**config.mk**
```make
export PLATFORM = sky130hd
export DESIGN_NAME = hazard_ctrl
export DESIGN_NICKNAME = d
export VERILOG_FILES = /design/src/rtl/hazard_pkg.sv /design/src/rtl/hazard_fwd.sv /design/src/rtl/hazard_ctrl.sv
export SDC_FILE = /design/constraint.sdc
export NUM_CORES = 1
export LEC_CHECK = 0
export CAP_MARGIN = 30
export CORE_MARGIN = 5
export CORE_UTILIZATION = 42
export CTS_CLUSTER_SIZE = 8
export DETAILED_ROUTE_END_ITERATION = 8
export MAX_ROUTING_LAYER = met4
export PLACE_DENSITY = 0.88
export SLEW_MARGIN = 20
export SYNTH_ARGS = -nofsm -noshare
export SYNTH_HDL_FRONTEND = slang
export SYNTH_SLANG_ARGS = --single-unit
```
**constraint.sdc**
```tcl
create_clock -name clk -period 3.8 [get_ports clk]
set_input_delay 0.57 -clock clk [delete_from_list [all_inputs] [get_ports clk]]
set_output_delay 0.57 -clock clk [all_outputs]
set_load 0.05 [all_outputs]
```
**src/rtl/hazard_pkg.sv**
```systemverilog
// Shared types for the pipeline hazard controller: load-use FSM states,
// forwarding-select encodings and internal counter widths.
package hazard_pkg;

  typedef enum logic {
    IDLE     = 1'b0,
    LD_STALL = 1'b1
  } ld_state_e;

  localparam logic [1:0] FWD_RF  = 2'b00;
  localparam logic [1:0] FWD_WB  = 2'b01;
  localparam logic [1:0] FWD_MEM = 2'b10;

  // Wide enough for LOAD_LAT up to 4 and MD_LAT up to 32.
  localparam int LD_CW = 3;
  localparam int MD_CW = 6;

endpackage

```
**src/rtl/hazard_fwd.sv**
```systemverilog
// Operand forwarding select for one EX source register: a MEM-stage ALU
// result wins over the WB-stage value; register 0 never forwards.
module hazard_fwd
  import hazard_pkg::*;
#(
  parameter int AW = 5
) (
  input  logic [AW-1:0] src,
  input  logic [AW-1:0] mem_wr_reg,
  input  logic          mem_reg_write,
  input  logic          mem_is_load,
  input  logic [AW-1:0] wb_wr_reg,
  input  logic          wb_reg_write,
  output logic [1:0]    fwd
);

  always_comb begin
    fwd = FWD_RF;
    if (src != '0) begin
      // Load data is not available in MEM yet, so only WB can supply it.
      if (mem_reg_write && !mem_is_load && (mem_wr_reg == src)) begin
        fwd = FWD_MEM;
      end else if (wb_reg_write && (wb_wr_reg == src)) begin
        fwd = FWD_WB;
      end
    end
  end

endmodule

```
**src/rtl/hazard_ctrl.sv**
```systemverilog
// Pipeline hazard controller: load-use stall FSM, multiply/divide busy
// counter, taken-branch flush and per-operand forwarding selects.
module hazard_ctrl
  import hazard_pkg::*;
#(
  parameter int AW       = 5,
  parameter int LOAD_LAT = 1,
  parameter int MD_LAT   = 4
) (
  input  logic          clk,
  input  logic          rst,
  input  logic [AW-1:0] id_rs,
  input  logic [AW-1:0] id_rt,
  input  logic          id_use_rs,
  input  logic          id_use_rt,
  input  logic          id_md_start,
  input  logic          id_md_read,
  input  logic [AW-1:0] ex_rs,
  input  logic [AW-1:0] ex_rt,
  input  logic [AW-1:0] ex_wr_reg,
  input  logic          ex_reg_write,
  input  logic          ex_is_load,
  input  logic [AW-1:0] mem_wr_reg,
  input  logic          mem_reg_write,
  input  logic          mem_is_load,
  input  logic [AW-1:0] wb_wr_reg,
  input  logic          wb_reg_write,
  input  logic          ex_branch_taken,
  output logic          stall,
  output logic          bubble,
  output logic          flush,
  output logic [1:0]    fwd_a,
  output logic [1:0]    fwd_b,
  output logic          md_busy,
  output ld_state_e     dbg_state
);

  localparam logic [LD_CW-1:0] LD_INIT = LD_CW'(LOAD_LAT - 1);
  localparam logic [MD_CW-1:0] MD_INIT = MD_CW'(MD_LAT);

  ld_state_e        state, state_nx;
  logic [LD_CW-1:0] ld_cnt, ld_cnt_nx;
  logic [MD_CW-1:0] md_cnt, md_cnt_nx;
  logic             ld_hit, ld_stall, md_stall, stall_int;
  logic [1:0]       fwd_a_raw, fwd_b_raw;

  assign ld_hit = ex_is_load && ex_reg_write && (ex_wr_reg != '0) &&
                  ((id_use_rs && (ex_wr_reg == id_rs)) ||
                   (id_use_rt && (ex_wr_reg == id_rt)));

  assign md_stall  = (id_md_read || id_md_start) && (md_cnt != '0);
  assign dbg_state = state;

  always_ff @(posedge clk) begin
    if (rst) begin
      state  <= IDLE;
      ld_cnt <= '0;
      md_cnt <= '0;
    end else begin
      state  <= state_nx;
      ld_cnt <= ld_cnt_nx;
      md_cnt <= md_cnt_nx;
    end
  end

  always_comb begin
    state_nx  = state;
    ld_cnt_nx = ld_cnt;
    md_cnt_nx = md_cnt;
    ld_stall  = 1'b0;
    case (state)
      IDLE: begin
        if (ld_hit) begin
          ld_stall = 1'b1;
          if (LOAD_LAT > 1) begin
            state_nx  = LD_STALL;
            ld_cnt_nx = LD_INIT;
          end
        end
      end
      LD_STALL: begin
        ld_stall = 1'b1;
        if (ld_cnt == LD_CW'(1)) begin
          state_nx  = IDLE;
          ld_cnt_nx = '0;
        end else begin
          ld_cnt_nx = ld_cnt - LD_CW'(1);
        end
      end
      default: begin
        state_nx  = IDLE;
        ld_cnt_nx = '0;
      end
    endcase
    // A taken branch squashes the stalled instruction, so the stall is moot.
    if (ex_branch_taken) begin
      state_nx  = IDLE;
      ld_cnt_nx = '0;
    end
    stall_int = !ex_branch_taken && (ld_stall || md_stall);
    // The md unit keeps counting through flushes; only reset stops it.
    if (md_cnt != '0) begin
      md_cnt_nx = md_cnt - MD_CW'(1);
    end else if (id_md_start && !stall_int) begin
      md_cnt_nx = MD_INIT;
    end
  end

  assign stall   = !rst && stall_int;
  assign bubble  = !rst && (ex_branch_taken || ld_stall || md_stall);
  assign flush   = !rst && ex_branch_taken;
  assign md_busy = !rst && (md_cnt != '0);
  assign fwd_a   = rst ? FWD_RF : fwd_a_raw;
  assign fwd_b   = rst ? FWD_RF : fwd_b_raw;

  hazard_fwd #(.AW(AW)) u_fwd_a (
    .src           (ex_rs),
    .mem_wr_reg    (mem_wr_reg),
    .mem_reg_write (mem_reg_write),
    .mem_is_load   (mem_is_load),
    .wb_wr_reg     (wb_wr_reg),
    .wb_reg_write  (wb_reg_write),
    .fwd           (fwd_a_raw)
  );

  hazard_fwd #(.AW(AW)) u_fwd_b (
    .src           (ex_rt),
    .mem_wr_reg    (mem_wr_reg),
    .mem_reg_write (mem_reg_write),
    .mem_is_load   (mem_is_load),
    .wb_wr_reg     (wb_wr_reg),
    .wb_reg_write  (wb_reg_write),
    .fwd           (fwd_b_raw)
  );

endmodule

```
-- After elaboration in Yosys (flattened, before gate mapping)
Cells that the tools add are included.
- bits in registers: 10
- bits in latches: 0
- bits in writable memories: 0
- bits in read-only memories: 0
- bits of input ports: 47
- output and inout bits: 9
- word-level logic and storage cells: 60
- memories: 0
- $add $sub $neg: 2
- multipliers: 0
- divide/modulo/power cells: 0
- order comparisons: 0
- equality and inequality tests: 7
- shift operators: 0
- muxes and demuxes: 14
- bitwise operators: 1
- reductions and logical operators: 33
- operator list (operator ; count):
    5-bit equality test ; 6
    1-bit logical AND ; 17
    5-bit nonzero test ; 3
    2-bit 2-to-1 mux ; 6
    6-bit 2-to-1 mux ; 2
    6-bit nonzero test ; 1
    6-bit by 1-bit subtractor with 6-bit output, second input constant ; 1
    1-bit logical OR ; 5
    1-bit logical NOT ; 4
    1-bit 2-to-1 mux ; 4
    3-bit by 1-bit equality test with 1-bit output, second input constant ; 1
    3-bit 2-to-1 mux ; 1
    3-bit OR reduction ; 1
    3-bit by 1-bit subtractor with 3-bit output, second input constant ; 1
    1-bit case mux with 2 select lines ; 1
    2-bit nonzero test ; 1
    2-bit OR reduction ; 1
    1-bit inverter ; 1

-- Depth between registers and ports, before layout
Gate-level depths: netlist (run 1).
- depth in word-level cells: 12
- depth in mapped cells: 6
- mapped depth without buffers: 6

-- Modules after synthesis
From an unflattened synthesis (run 1), not the netlist that was laid out.
- cells, all modules: 120
- area total of the unflattened synthesis: 950.9 sq um
- by module, submodules not included (module ; instances ; cells each ; area an instance (sq um) ; seq. area each (sq um)):
    hazard_ctrl ; 1 ; 84 ; 678.2 ; 200.2
    hazard_fwd ; 2 ; 18 ; 136.4 ; 0.0

-- Least setup slack after synthesis (run 1)
Ideal clock, no wire load.
- path type: input to output
- start point: in rst
- end point: out fwd_b[0]
- arrival: 2.489 ns
- required time: 3.230 ns
- path slack: 0.741 ns
- cell stages on the path: 4
- buffers on the path: 1
- cells stage by stage: clkbuf_1 -> nor2b_1 -> nand2_1 -> nor4_1
- longest elaborated chain between the ends: 1
- ends and longest elaborated chain (element ; line ; text):
    start: declaration ; hazard_ctrl.sv:11 ; input logic rst,
    2-bit 2-to-1 mux ; hazard_ctrl.sv:114 ; assign fwd_b = rst ? FWD_RF : fwd_b_raw;
    end: declaration ; hazard_ctrl.sv:33 ; output logic [1:0] fwd_b,
Every way passes these cells.

-- Final worst setup path (run 1)
- start point: in ex_wr_reg[3]
- end point: out bubble
- longest elaborated chain between the ends: 9
- elaborated cells between the ends (all ways): 13
- classes of those cells: eq/ne: 2; mux: 2; reduce/logical: 9
- ends and longest elaborated chain (element ; line ; text):
    start: declaration ; hazard_ctrl.sv:20 ; input logic [AW-1:0] ex_wr_reg,
    5-bit equality test, on equally long branches ; hazard_ctrl.sv:48, hazard_ctrl.sv:49 ;
    1-bit logical AND, on equally long branches ; hazard_ctrl.sv:48, hazard_ctrl.sv:49 ;
    1-bit logical OR ; hazard_ctrl.sv:48 ; ((id_use_rs && (ex_wr_reg == id_rs)) ||
    1-bit logical AND (*) ; hazard_ctrl.sv:47 ; assign ld_hit = ex_is_load && ex_reg_write && (ex_wr_reg != '0) &&
    1-bit 2-to-1 mux (*) ; hazard_ctrl.sv:73 ; if (ld_hit) begin
    1-bit case mux with 2 select lines (*) ; hazard_ctrl.sv:71 ; case (state)
    1-bit logical OR (*) (2 in a row) ; hazard_ctrl.sv:110 ; assign bubble = !rst && (ex_branch_taken || ld_stall || md_stall);
    1-bit logical AND (*) ; hazard_ctrl.sv:110 ;
    end: declaration ; hazard_ctrl.sv:30 ; output logic bubble,
Every way passes the cells marked *; elsewhere a longest branch is shown, timed or not.

==> results of run 1 <==
-- report_power, final --
group	switching [mW]	internal (mW)
Clock	0.0390	0.0582
Combinational	0.219	0.189
Sequential	0.0265	0.129
-- metrics by stage --
| stage | cells | cell area (µm²) | hold WS [ps] |
|---|---|---|---|
| floorplan | 129 | 1060 | 464 |
| global placement | 212 | 1650 | 478 |
| detailed placement | 212 | 1650 | 488 |
| CTS | 216 | 1680 | 497 |
| global route | 216 | 1680 | 571 |
| finish | 216 | 1680 | 499 |
-- worst max-delay path by stage --
stage	start	end
after floorplan	rst	fwd_b[0]
after global routing	ex_wr_reg[3]	bubble
after detailed placement	ex_wr_reg[3]	bubble
final	ex_wr_reg[3]	bubble
after global placement	ex_wr_reg[3]	bubble
after CTS	ex_wr_reg[3]	bubble
-- cell families (layout without fill, tap and decap cells) --
group / after synthesis / in the layout / share of synthesized area
and+or+nand+nor: 54 / 54 / 0.318
xor gates and xnor gates: 34 / 34 / 0.280
AOI/OAI and AO/OA: 18 / 18 / 0.127
DFF: 10 / 10 / 0.188
buffers and inverters: 8 / 65 / 0.0283
adders and majority gates: 4 / 4 / 0.0471
muxes: 1 / 1 / 0.0106
-- area by class of cell --
class / instances / area [µm²]
Inverter: 5 / 18.8
Tap cell: 30 / 37.5
Clock buffer: 4 / 36.3
Multi-Input combinational cell: 111 / 832
Sequential cell: 10 / 200
Fill cell: 188 / 772
Timing Repair Buffer: 56 / 558
-- sequential cells by signal, summed over array words and instances (netlist names) --
name and flops:
dbg_state 1, md_cnt 6, ld_cnt 3
-- Yosys cell counts (all sizes together) --
cell type  count
ha             4
xor2          12
nor3          15
or3            2
and2           1
nand4          4
nand2b         3
xnor2         22
nor3b          2
mux2           1
a21oi          5
or2b           1
or4            2
nor4           4
inv            5
nand3b         1
o32ai          1
a31oi          2
a32oi          1
nand4b         1
nor2b          3
a2111oi        1
o21a           1
nor2           9
nand2          6
o21ai          4
a211oi         2
o311a          1
clkbuf         3
dfxtp         10
-- worst max-delay path: stages --
cell and delay [ps]:
clkdlybuf4s50_1 480, xor2_1 210, nor4_2 300, a32oi_1 250, a211oi_1 270, clkdlybuf4s50_1 840
-- metal layers --
layer / vias up / GRT usage / part of all wire
met5: - / - / 0
met4: 0 / 0.0791 / 0.017
met3: 6 / 0.0367 / 0.11
met2: 74 / 0.384 / 0.53
met1: 541 / 0.174 / 0.34
li1: 571 / - / -
==> impl_metrics.tcl, run 1 <==
set metrics [dict create \
    hp-class "flip-flop to flip-flop" \
    gp_congestion 0.816 \
    cts.sinks 10 \
    worstRegToRegCells 6 \
    place_hpwl_mm 2.97 \
    yosysTopAreaCellShare 0.188 \
    setup_viol 0 \
    grt_pass1_vias 1269 \
    io_buffers 55 \
    drc_errors 0 \
    synth_area_leaders "dfxtp_1, xnor2_1, xor2_1" \
    clock.fmax_mhz 286 \
    start_util 0.433 \
    yosysTopAreaCell "dfxtp_1" \
    fin_crit_sh 0.920 \
    post_cts_buffers 0 \
    route.vias.total 1192 \
    final_util 0.686 \
    hold_end "ld_cnt[1]$_SDFFE_PP0P_" \
    run_status "completed" \
    die_h_um 60.3 \
    path_clk_slew_ps 70 \
    mostFrequentLayoutCell "clkdlybuf4s50_1" \
    grt_overflow 0 \
    syn_to_final_growth_pct 58.4 \
    grt_pass1_wl_mm 5.18 \
    syn_avg_cell_area_um2 8.23 \
    ir_drop_mv 0.243 \
    worstHoldStart "ld_cnt[1]$_SDFFE_PP0P_" \
    power.density_nw_per_um2 392 \
    coreArea_um2 2450 \
    syn_inst 129 \
    worst_slack_ps 304 \
    cts_made_buffers 3 \
    static-leakage-power_nw 0.590 \
    period_needed_ps 3500 \
    syn_nets 180 \
    die_w_um 60.3 \
    ys_warn_count 0 \
    final_cell_mix "clkdlybuf4s50_1, xnor2_1, nor3_1" \
    r2r-end "md_cnt[2]$_SDFFE_PP0P_" \
    cts_resized 0 \
    grt_start_max_net_pins 13 \
    whs_path_depth 2 \
    wl_per_cell_um 15.7 \
    max_slew.worst_pin.slew_ps 514 \
    fp-row-count 18 \
    synth-seq-area-share 0.188 \
    cap_viol_max_count 0 \
    drt_wl_total_mm 3.39 \
    ctsHoldBuffers 0 \
    r2r-start "md_cnt[1]$_SDFFE_PP0P_" \
    synth_cell_types 34 \
    crit_required_ps 3230 \
    drt-initial-drc-count 53 \
    pin_count 56 \
    antenna_found_initial 0 \
    cts_tree "yes" \
    h-tree-depth 1 \
    drive_above_1_share 0.0753 \
    ys_seq_elements 10 \
    crit_type "input pin to output pin" \
    cp-end-kind "output pin" \
    rsz0062_at_grt "false" \
    slew_violations 0 \
    clockBufferDepth 2 \
    syn-cell-area_um2 1060 \
    cp_max_fo 5 \
    grtUsageTotal 0.193 \
    die-area_um2 3630 \
    cts_root_buf "clkbuf_4" \
    postRouteAntennaNets 0 \
    antennaDiodeCount 0 \
    slew_headroom 0.657 \
    nets 238 \
    tns_ps 0 \
    hold_viol 0 \
    power_mw 0.660 \
    viasPerCell 5.52 \
    cp.arrival_ps 2930 \
    preCtsSetupSlack_ps 295 \
    r2r_slack_ps 2180 \
    firstDrtPassIters 5 \
    skew_ps 6.16 \
    clk_latency_ps 270 \
    cp-start-kind "input pin" \
]
(Power assumes the default switching activity.)
==> run 2, diff against run 1 <==
- CORE_UTILIZATION: 42 -> 39
- PLACE_DENSITY: 0.88 -> 0.83
- clock period: 3.8 -> 3.6 ns (I/O delays scaled with it)
==> impl_metrics.tcl, run 2 (synthesized netlist as in run 1, its figures left out) <==
set metrics [dict create \
    crit_path_end "fwd_b[1]" \
    drive_above_1_share 0.0963 \
    coreArea_um2 2690 \
    p_clk_frac 0.148 \
    h-tree-depth 1 \
    die_h_um 62.2 \
    setup_viol 0 \
    post_cts_buffers 0 \
    viasPerCell 5.39 \
    cp_max_fo 3 \
    die-area_um2 3870 \
    worstRegToRegCells 6 \
    drc_errors 0 \
    period_needed_ps 3210 \
    tns_ps 0 \
    final_cell_mix "clkdlybuf4s50_1, xnor2_1, nor3_1" \
    route.vias.total 1175 \
    cts_resized 0 \
    power_mw 0.683 \
    r2r-start "md_cnt[0]$_SDFFE_PP0P_" \
    crit_type "input pin to output pin" \
    ctsHoldBuffers 0 \
    slew_violations 0 \
    cts_root_buf "clkbuf_4" \
    switchingPower_mw 0.288 \
    die_w_um 62.2 \
    gp_congestion 0.942 \
    skew_ps 1.30 \
    drt_wl_total_mm 3.24 \
    postRouteAntennaNets 0 \
    syn_to_final_growth_pct 58.5 \
    slew_headroom 0.654 \
    wl_per_cell_um 14.9 \
    fp-row-count 19 \
    grtUsageTotal 0.179 \
    cap_viol_max_count 0 \
    grt_pass1_vias 1302 \
    run_status "completed" \
    max_slew.worst_pin.slew_ps 518 \
    r2r-end "md_cnt[0]$_SDFFE_PP0P_" \
    rsz0062_at_grt "false" \
    grt_overflow 0 \
    io_buffers 55 \
    antenna_found_initial 0 \
    hp-class "flip-flop to flip-flop" \
    cp-end-kind "output pin" \
    grt_start_max_net_pins 18 \
    largest_reg_flops 6 \
    crit_required_ps 3060 \
    static-leakage-power_nw 0.600 \
    grt_pass1_wl_mm 5.52 \
    antennaDiodeCount 0 \
    regMostFlops "md_cnt" \
    hold_viol 0 \
    cp.arrival_ps 2670 \
    nets 239 \
    fin_crit_sh 0.892 \
    place_hpwl_mm 2.81 \
    drt-initial-drc-count 25 \
    path_clk_slew_ps 60 \
    cts_tree "yes" \
    ir_drop_mv 0.364 \
    cp-start-kind "input pin" \
    clockBufferDepth 2 \
    p_comb_frac 0.613 \
    cts.sinks 10 \
    mostFrequentLayoutCell "clkdlybuf4s50_1" \
    firstDrtPassIters 4 \
    fillers 232 \
    critPathLaunch "ex_rt[2]" \
    p_int_mw 0.395 \
    start_util 0.395 \
    clock.fmax_mhz 311 \
    pin_count 56 \
    pwr-share-seq 0.239 \
    power.density_nw_per_um2 406 \
    cts_made_buffers 3 \
    p_sw_frac 0.422 \
    clk_latency_ps 270 \
    r2r_slack_ps 1930 \
]
run 2: worst min path at each step:
stage                      startpoint                endpoint  slack [ps]  cells past startpoint
5_1_grt        ld_cnt[1]$_SDFFE_PP0P_  ld_cnt[1]$_SDFFE_PP0P_         560                      2
6_report       ld_cnt[1]$_SDFFE_PP0P_  ld_cnt[1]$_SDFFE_PP0P_         530                      2
3_5_place_dp   ld_cnt[1]$_SDFFE_PP0P_  ld_cnt[1]$_SDFFE_PP0P_         520                      2
4_1_cts        ld_cnt[1]$_SDFFE_PP0P_  ld_cnt[1]$_SDFFE_PP0P_         530                      2
3_3_place_gp   ld_cnt[1]$_SDFFE_PP0P_  ld_cnt[1]$_SDFFE_PP0P_         480                      2
2_1_floorplan  ld_cnt[1]$_SDFFE_PP0P_  ld_cnt[1]$_SDFFE_PP0P_         460                      2
run 2: cell type report:
| class | instances | area, µm² | area share |
|---|---|---|---|
| sequential | 10 | 200 | 0.119 |
| clock buffer | 4 | 36.3 | 0.0215 |
| timing repair buffer | 57 | 558 | 0.331 |
| tap | 31 | 38.8 | 0.0230 |
| inverter | 5 | 18.8 | 0.0111 |
| multi-input combinational | 111 | 832 | 0.494 |
run 2: power by group through the flow:
stage          clock network [mW]  logic [mW]  registers, mW
6_report                    0.101       0.419          0.163
5_1_grt                     0.114       0.460          0.165
4_1_cts                     0.106       0.422          0.163
3_5_place_dp                    0       0.418          0.166
3_3_place_gp                    0       0.407          0.164
2_1_floorplan                   0       0.297          0.159
run 2: metrics by stage:
step	instance area [µm²]	setup slack (ps)	hold WS, ps	cells	utilization
finish	1680	388	529	218	0.627
global route	1680	234	564	218	0.627
CTS	1680	354	533	218	0.627
detailed placement	1650	366	524	214	0.613
global placement	1650	425	476	214	0.613
floorplan	1060	601	464	129	-
run 2: worst max-delay path, stage by stage:
cell and delay, ps:
clkdlybuf4s50_1 530, xnor2_1 140, nand4_1 110, nor3_1 240
nor3b_1 250, clkdlybuf4s50_1 860
run 2: layer usage:
metal,global-route usage,up-vias,part of all wire
li1,-,574,-
met1,0.170,538,0.38
met2,0.326,54,0.52
met3,0.0541,9,0.077
met4,0.0840,0,0.027
met5,-,-,0
